<file path="src/rtl/mem_stage_pkg.sv">
// Shared types and constants for the memory-access stage.
// State codes, exception causes and load-mask encodings.
package mem_stage_pkg;

   localparam int XLEN = 32;
   localparam int RF_ADDR_WIDTH = 5;

   typedef enum logic [2:0] {
      S_IDLE,
      S_REQ,
      S_WAIT_R,
      S_DONE,
      S_DRAIN
   } mem_state_e;

   localparam logic [3:0] CAUSE_LD_MIS   = 4'd4;
   localparam logic [3:0] CAUSE_LD_FAULT = 4'd5;
   localparam logic [3:0] CAUSE_ST_MIS   = 4'd6;
   localparam logic [3:0] CAUSE_ST_FAULT = 4'd7;

   localparam logic [3:0] LM_BYTE = 4'b0001;
   localparam logic [3:0] LM_HALF = 4'b0011;
   localparam logic [3:0] LM_WORD = 4'b1111;

   // The size field of the mask is used for stores as well as loads.
   function automatic logic misaligned(
      input logic [3:0] sz,
      input logic [1:0] lo
   );
      return ((sz == LM_HALF) && lo[0]) ||
             ((sz == LM_WORD) && (lo != 2'b00));
   endfunction

endpackage

</file>
<file path="src/rtl/mem_stage_load_align.sv">
// Load data alignment: picks the addressed byte/half out of the
// bus word and zero- or sign-extends it.
module mem_stage_load_align
   import mem_stage_pkg::*;
#(
   parameter int XLEN = 32
) (
   input  logic [XLEN-1:0] rdata,
   input  logic [1:0]      addr_lo,
   input  logic [4:0]      l_mask,
   output logic [XLEN-1:0] data
);

   logic [7:0]  b;
   logic [15:0] h;

   always_comb begin
      b = 8'(rdata >> {addr_lo, 3'b000});
      h = 16'(rdata >> {addr_lo[1], 4'b0000});
      data = rdata;
      unique case (1'b1)
         (l_mask[3:0] == LM_BYTE):
            data = l_mask[4] ? {{(XLEN-8){b[7]}}, b}
                             : {{(XLEN-8){1'b0}}, b};
         (l_mask[3:0] == LM_HALF):
            data = l_mask[4] ? {{(XLEN-16){h[15]}}, h}
                             : {{(XLEN-16){1'b0}}, h};
         default: data = rdata;
      endcase
   end

endmodule

</file>
<file path="src/rtl/mem_stage.sv">
// Memory-access stage: req/gnt/rvalid data-bus handshake, load
// alignment, writeback/bypass muxing, stall and bus exceptions.
module mem_stage
   import mem_stage_pkg::*;
#(
   parameter int XLEN        = mem_stage_pkg::XLEN,
   parameter int TIMEOUT_CYC = 255
) (
   input  logic            clk,
   input  logic            rst_n,
   input  logic            pipe_flush,
   input  logic            mem_valid,
   input  logic            mem_re,
   input  logic            mem_we,
   input  logic [XLEN-1:0] mem_ls_addr,
   input  logic [4:0]      mem_l_mask,
   input  logic [3:0]      mem_byte_we,
   input  logic [XLEN-1:0] mem_wdata,
   input  logic [XLEN-1:0] mem_alu_res,
   input  logic            mem_req_rf_i,
   input  logic [4:0]      mem_rf_waddr_i,
   output logic            dbus_req,
   output logic            dbus_we,
   output logic [XLEN-1:0] dbus_addr,
   output logic [3:0]      dbus_be,
   output logic [XLEN-1:0] dbus_wdata,
   input  logic            dbus_gnt,
   input  logic            dbus_rvalid,
   input  logic [XLEN-1:0] dbus_rdata,
   output logic            mem_stall,
   output logic            mem_req_rf_o,
   output logic [4:0]      mem_rf_waddr_o,
   output logic [XLEN-1:0] mem_wb_data,
   output logic            mem_fw_valid,
   output logic            mem_exp_flag,
   output logic [3:0]      mem_exp_cause
);

   mem_state_e      state_q, state_d;
   logic [7:0]      cnt_q;
   logic [XLEN-1:0] load_data_q;
   logic [XLEN-1:0] align_data;
   logic            to_err_q;
   logic            to_hit;
   logic            is_mem;
   logic            mis;
   logic            start;
   logic            tmo;

   assign is_mem = mem_valid & (mem_re | mem_we);
   assign mis    = misaligned(mem_l_mask[3:0], mem_ls_addr[1:0]);
   assign start  = is_mem & ~mis & ~pipe_flush;
   assign tmo    = (cnt_q == 8'(TIMEOUT_CYC - 1));
   assign mem_rf_waddr_o = mem_rf_waddr_i;

   mem_stage_load_align #(.XLEN(XLEN)) u_align (
      .rdata   (dbus_rdata),
      .addr_lo (mem_ls_addr[1:0]),
      .l_mask  (mem_l_mask),
      .data    (align_data)
   );

   always_ff @(posedge clk or negedge rst_n) begin
      if (!rst_n) state_q <= S_IDLE;
      else        state_q <= state_d;
   end

   always_comb begin
      state_d = state_q;
      to_hit  = 1'b0;
      unique case (state_q)
         S_IDLE:
            if (start) state_d = S_REQ;
         S_REQ:
            // A granted read is still owed an rvalid even if flushed.
            if (pipe_flush)
               state_d = (dbus_gnt & ~dbus_we) ? S_DRAIN : S_IDLE;
            else if (dbus_gnt)
               state_d = dbus_we ? S_DONE : S_WAIT_R;
            else if (tmo) begin
               state_d = S_DONE;
               to_hit  = 1'b1;
            end
         S_WAIT_R:
            if (pipe_flush)
               state_d = (dbus_rvalid | tmo) ? S_IDLE : S_DRAIN;
            else if (dbus_rvalid)
               state_d = S_DONE;
            else if (tmo) begin
               state_d = S_DONE;
               to_hit  = 1'b1;
            end
         S_DONE:
            state_d = S_IDLE;
         S_DRAIN:
            if (dbus_rvalid | tmo) state_d = S_IDLE;
         default:
            state_d = S_IDLE;
      endcase
   end

   always_ff @(posedge clk or negedge rst_n) begin
      if (!rst_n) begin
         cnt_q       <= '0;
         to_err_q    <= 1'b0;
         load_data_q <= '0;
         dbus_req    <= 1'b0;
         dbus_we     <= 1'b0;
         dbus_addr   <= '0;
         dbus_be     <= '0;
         dbus_wdata  <= '0;
      end else begin
         if (state_d != state_q || state_q == S_IDLE)
            cnt_q <= '0;
         else
            cnt_q <= cnt_q + 8'd1;
         to_err_q <= to_hit;
         if (state_q == S_IDLE && start) begin
            dbus_req   <= 1'b1;
            dbus_we    <= mem_we;
            dbus_addr  <= {mem_ls_addr[XLEN-1:2], 2'b00};
            dbus_be    <= mem_we ? mem_byte_we
                         : 4'(mem_l_mask[3:0] << mem_ls_addr[1:0]);
            dbus_wdata <= mem_wdata;
         end else if (state_q == S_REQ && state_d != S_REQ) begin
            dbus_req <= 1'b0;
         end
         if (state_q == S_WAIT_R && dbus_rvalid && !pipe_flush)
            load_data_q <= align_data;
      end
   end

   always_comb begin
      mem_stall     = 1'b0;
      mem_req_rf_o  = 1'b0;
      mem_fw_valid  = 1'b0;
      mem_exp_flag  = 1'b0;
      mem_exp_cause = 4'd0;
      mem_wb_data   = mem_alu_res;
      unique case (state_q)
         S_IDLE, S_DRAIN: begin
            if (is_mem) begin
               if (state_q == S_DRAIN) begin
                  mem_stall = 1'b1;
               end else if (mis) begin
                  mem_exp_flag  = ~pipe_flush;
                  mem_exp_cause = mem_we ? CAUSE_ST_MIS : CAUSE_LD_MIS;
               end else begin
                  mem_stall = start;
               end
            end else begin
               mem_req_rf_o = mem_valid & mem_req_rf_i & ~pipe_flush;
               mem_fw_valid = mem_valid & mem_req_rf_i;
            end
         end
         S_REQ, S_WAIT_R:
            mem_stall = 1'b1;
         S_DONE: begin
            mem_exp_flag = to_err_q & ~pipe_flush;
            if (to_err_q)
               mem_exp_cause = dbus_we ? CAUSE_ST_FAULT : CAUSE_LD_FAULT;
            if (!dbus_we) mem_wb_data = load_data_q;
            mem_req_rf_o = mem_valid & mem_req_rf_i &
                           ~pipe_flush & ~to_err_q;
            mem_fw_valid = mem_req_rf_o;
         end
         default: mem_stall = 1'b0;
      endcase
   end

endmodule

</file>
<file path="config.mk">
export PLATFORM = sky130hd
export DESIGN_NAME = mem_stage
export DESIGN_NICKNAME = d
export VERILOG_FILES = /design/src/rtl/mem_stage_pkg.sv /design/src/rtl/mem_stage_load_align.sv /design/src/rtl/mem_stage.sv
export SDC_FILE = /design/constraint.sdc
export NUM_CORES = 1
export LEC_CHECK = 0
export BUFFER_PORTS_ARGS = -buffer_cell sky130_fd_sc_hd__clkbuf_2
export CORE_MARGIN = 4
export CORE_UTILIZATION = 40
export CTS_CLUSTER_DIAMETER = 80
export DETAILED_ROUTE_END_ITERATION = 10
export GPL_TIMING_DRIVEN = 0
export MAX_ROUTING_LAYER = met4
export PLACE_DENSITY = 0.77
export SYNTH_ARGS = -nofsm -noshare
export SYNTH_HDL_FRONTEND = slang
export SYNTH_SLANG_ARGS = --single-unit
</file>
<file path="constraint.sdc">
create_clock -name clk -period 2.1 [get_ports clk]
set_input_delay 0.21 -clock clk [delete_from_list [all_inputs] [get_ports clk]]
set_output_delay 0.21 -clock clk [all_outputs]
set_load 0.02 [all_outputs]
</file>
# ---- Yosys cells after proc, flatten, opt, wreduce, memory -nomap -nowiden
# Cells that the tools add are included.
dict set report classes {
  add_sub_neg 1
  n_eq_ne 10
  n_shift 3
  n_mux 45
  bitwise 14
  reduce_logical 14
}
# cell n
set ops {}
lappend ops {{32-bit 2-to-1 mux} 4}
lappend ops {{32-bit one-hot mux with 2 select lines} 1}
lappend ops {{3-bit 2-to-1 mux} 13}
lappend ops {{32-bit by 5-bit right shift with 16-bit output} 1}
lappend ops {{32-bit by 5-bit right shift with 8-bit output} 1}
lappend ops {{1-bit 2-to-1 mux} 16}
lappend ops {{3-bit one-hot mux with 4 select lines} 1}
lappend ops {{1-bit one-hot mux with 2 select lines} 5}
lappend ops {{8-bit by 1-bit adder with 8-bit output, second input constant} 1}
lappend ops {{1-bit bitwise AND} 8}
lappend ops {{8-bit == test, second input constant} 1}
lappend ops {{8-bit 2-to-1 mux} 1}
lappend ops {{3-bit by 2-bit == test with 1-bit output, second input constant} 2}
lappend ops {{1-bit logical AND} 6}
lappend ops {{3-bit one-hot mux with 2 select lines} 1}
lappend ops {{4-bit by 1-bit == test with 1-bit output, second input constant} 1}
lappend ops {{4-bit by 2-bit == test with 1-bit output, second input constant} 1}
lappend ops {{4-bit == test, second input constant} 1}
lappend ops {{2-bit 2-to-1 mux} 2}
lappend ops {{4-bit 2-to-1 mux} 1}
lappend ops {{1-bit inverter} 4}
lappend ops {{2-bit nonzero test} 2}
lappend ops {{2-bit OR reduction} 2}
lappend ops {{4-bit by 2-bit left shift with 4-bit output} 1}
lappend ops {{8 further kinds} 10}
dict set report word_totals {
  regBits 112
  inputBits 151
  out_inout_bits 115
  word_cells 96
}

# ---- Logic depth before layout (Yosys ltp)
dict set report depth {
  depth_word 12
  mapped_depth 7
  mapped_depth_nobuf 6
}

# ---- Modules after synthesis
# Synthesis repeated with hierarchy kept, for this count alone.
dict set report unflattened {
  cells_unflattened 463
  area_unflattened_um2 5739.3
}
# mod instances cells_per_inst area_per_inst_um2 seq_area_each_um2
set modules_own_cells {}
lappend modules_own_cells {mem_stage 1 371 5112.4 2802.7}
lappend modules_own_cells {mem_stage_load_align 1 92 626.9 0.0}

# ---- Least setup slack after synthesis
# Ideal clock, no wire load.
dict set report synth_timing {
  path_kind {register -> output}
  from {reg state_q[2]}
  to {out mem_wb_data[10]}
  arrival_time_ns 1.739
  path_slack_ns 0.151
  path_stages_with_launch 7
  path_buffers 2
  path_cell_list {dfrtp_1 > clkbuf_1 > and2b_1 > nand2_1 > nor2_1 > buf_2 > mux2_2}
}
dict set report synth_between {
  elab_chain_len 2
}
# element line
set synth_rtl {}
lappend synth_rtl {{start, declared} mem_stage.sv:39} ;# mem_state_e state_q, state_d;
lappend synth_rtl {{start signal, assigned} mem_stage.sv:65} ;# else state_q <= state_d;
lappend synth_rtl {{3-bit by 2-bit == test with 1-bit output} mem_stage.sv:140} ;# unique case (state_q)
lappend synth_rtl {{32-bit 2-to-1 mux} mem_stage.sv:140}
lappend synth_rtl {{end, declared} mem_stage.sv:33} ;# output logic [XLEN-1:0] mem_wb_data,
# No other way between the ends.

# ---- Worst setup path after layout
dict set report layout_timing {
  from {reg state_q[2]}
  to {out mem_wb_data[26]}
}
# Same word-level chain as after synthesis.

==> results by group <==
Synthesis
  – Post-synthesis sequential area ratio: 49.1%
  – Synthesized cell area: 5700 um2
  – Distinct cells, synth: 59
  – List of most frequent post-synthesis cells: 112 x dfrtp_1, 90 x mux2_2, 58 x nand2_1, 18 x o211ai_1, 17 x nor2_1
  – #FFs+latches synth: 112
  – Synth top area cells: dfrtp_1 49%, mux2_2 18%, nand2_1 3.8%
  – Synth area leader: dfrtp_1
  – Count leader, synth: dfrtp_1
  – Synth top area share: between 40% and 50%
  – Avg Cell Area, Syn: 11.7 um2
  – Fraction of registers with async set/reset: 100%
  – Prevailing post-synth register cell: dfrtp_1
  – Syn Inst Count: 488
  – Synthesis Warnings: 0
  – Post-synth EDFFs: 0

Finish
  – Final cell count without fillers: 956
  – Final Cell Area: 8170 um2
  – FILL cells: 1164
  – Area Overhead vs Synth: 43.3%
  – Antenna Cells: 0
  – Fin nets: around 920
  – Share of cells above drive strength 1: 55.8%
  – Multi-input logic area: 2830 um2
  – Fin util: between 50% and 60%
  – Sequential cell area: between 2000 and 3000 um2

Status
  – Failing checks: hold timing, setup timing
  – Status: finished, violations left

Global routing
  – First-pass GRT wire length: around 28000 um
  – Initial antenna violation count: 0
  – Vias in the first global route: approximately 5300
  – Total GRT Usage: between 20% and 30%
  – Grt ovf: 0
  – Pin count of the biggest net entering global routing: 113

Drt
  – Wl on met1: between 7000 and 8000 um
  – DRT iter0 DRCs: 322
  – Vias per cell: between 5 and 6
  – DRC: 0
  – ANT nets after route: 0
  – Wire length per cell: between 15 and 20 um
  – DR WL met2: 9100 um
  – Vias: a little over 5000
  – Drt pass-1 iters: 8
  – Post-Route WL: 18500 um
  – Top sig layer: met4
  – Met3 wire length: 1530 um

Clock network
  – Worst-case clock buffer depth: 2
  – CTS Sinks: 112
  – Clock transition at path regs: 80 ps
  – Num CTS Buffers: 9
  – Clock Root Buffer: clkbuf_16
  – CTS Hold Buffers Added: 0
  – Skew-Pair Late Insertion Delay: 360 ps
  – H-tree lvl count: 3
  – CTS tree: built

Worst setup path
  – CP max-delay cell: dfrtp_2
  – Worst-path maximum fanout: 8
  – Worst EP required: 1890 ps
  – Arrival @ worst endpoint: 1990 ps
  – CP cell instances: and2b_2 -> nand2_2 -> nor2_4 -> buf_12 -> clkbuf_16 -> mux2_4 -> buf_6
  – CP Capture Type: output port
  – CP Launch Type: flip-flop
  – Max incr delay on CP: 410 ps
  – CP bufs+invs: 3
  – CP top delay family: buffers and inverters
  – Critical path type: reg -> out

Floorplan
  – Initial Utilization: 40.9%
  – Die height: approximately 130 um
  – Full die area: 16200 um2
  – Chip Width: approximately 130 um
  – # rows: 43
  – Core area: 13900 um2
  – IO Count: 266

Hold path
  – Worst min path class: in -> async

STA
  – Hold WS: -70.8 ps
  – Worst Tran Pin Value: 929 ps
  – Worst Setup Slack, final: -104 ps
  – Setup violations, final: 34
  – Max-slew violations: 0
  – Period utilization: 105%
  – Final min period: 2200 ps
  – Hold Vio Cnt, Final: 35
  – RSZ-0062 raised after global routing: true
  – Clock skew: 15.4 ps
  – Slew headroom: 38.1%
  – Max Freq: 454 MHz

Place
  – Post-Place Cell Area: 7220 um2
  – IO buf count: 255
  – GP Congestion: 0.925
  – Placed insts: ~900
  – Hpwl dp: 13800 um

Pwr
  – LEAKAGE: just under 4 nW
  – Pwr/cell area: 1030 nW/um2
  – Worst VDD drop: 0.799 mV
  – Overall power: 8.40 mW

Run
  – Max-cap violations: 0
-- what timing repair did --
item                                    4_1_cts  5_1_grt
endpoints found under the hold margin         0        0
resized for setup                            57      105
setup buffers                                 9        5
endpoints found under the setup margin       94      101
pin swaps                                     2        5
cloned                                        1        2
-- state kept, by name, indices dropped and copies added (netlist names) --
signal and cells:
cnt_q 8, dbus_we 1, state_q 3, dbus_addr 30
load_data_q 32, dbus_be 4, to_err_q 1, dbus_wdata 32
dbus_req 1
-- path summary, 6_finish.rpt --
check	start	end	slack, ps	depth (start not counted)
worst min-delay path	rst_n	load_data_q[25]$_DFFE_PN0P_	-70	1
worst max-delay path	state_q[2]$_DFF_PN0_	mem_wb_data[26]	-100	7
worst min register to register	dbus_req$_DFFE_PN0P_	dbus_req$_DFFE_PN0P_	490	1
worst max register to register	state_q[2]$_DFF_PN0_	load_data_q[9]$_DFFE_PN0P_	90	6
min in group clk	mem_ls_addr[23]	dbus_addr[23]$_DFFE_PN0P_	60	2
max in group asynchronous	rst_n	state_q[2]$_DFF_PN0_	1440	1
-- where the power goes --
group | leakage, nW | switching, mW | total [mW] | internal, mW
Clock | 0.145 | 0.899 | 1.75 | 0.850
Combinational | 2.46 | 1.75 | 3.18 | 1.43
Sequential | 1.38 | 0.503 | 3.47 | 2.97
Total | 3.98 | 3.15 | 8.40 | 5.25
-- final cells by class --
class / instances / share of cell area (%)
repair buffers: 272 / 21.0
plain buffers: 36 / 3.14
multi-input cells: 333 / 34.7
inverters: 7 / 0.321
clock inverters: 7 / 1.01
flip-flops and latches: 112 / 34.3
well taps: 180 / 2.76
clock buffers: 9 / 2.76
-- placed cells by master, fill, tap and decap left out, types with 3 or more instances in the layout --
cell type / count
a21oi_1: 5
a222oi_1: 7
buf_12: 3
buf_2: 4
buf_4: 27
buf_6: 24
buf_8: 12
clkbuf_1: 14
clkbuf_16: 11
clkbuf_2: 219
clkinv_8: 3
conb_1: 3
dfrtp_1: 111
inv_1: 7
inv_6: 3
mux2_1: 4
mux2_2: 60
mux2_4: 38
mux2i_1: 8
nand2_1: 57
nand2b_1: 3
nand3_1: 5
nor2_1: 14
nor2b_1: 8
nor3_1: 13
o211ai_1: 18
o21ai_0: 16
o21ai_1: 4
o221a_2: 6
o2bb2ai_1: 6
o31ai_1: 3
xnor2_1: 4
-- kinds of logic (layout without fill, tap and decap cells) --
group           after synthesis  in the layout  share of synthesized area, %
compound gates               88             88                          12.4
xor+xnor                      6              6                         0.921
flops                       112            112                          49.1
mux                         111            111                          22.5
buf+inv                      45            331                          4.04
simple gates                123            123                          10.5
fa+ha+maj                     2              2                         0.439
other cells                   1              3                        0.0658
-- layer usage --
layer  GRT usage, %  up-vias
met4           8.90        0
met2           37.0      253
met3           5.43       40
met1           26.8     2424
li1               -     2348
met5              -        -
-- per-stage QoR --
step	TNS (ps)	worst slack [ps]
4_1_cts	-3530	-141
3_5_place_dp	-27450	-685
6_report	-2560	-104
5_1_grt	-4980	-173
3_3_place_gp	-119730	-829
2_1_floorplan	0	151
Power figures use the tool's default switching activity.
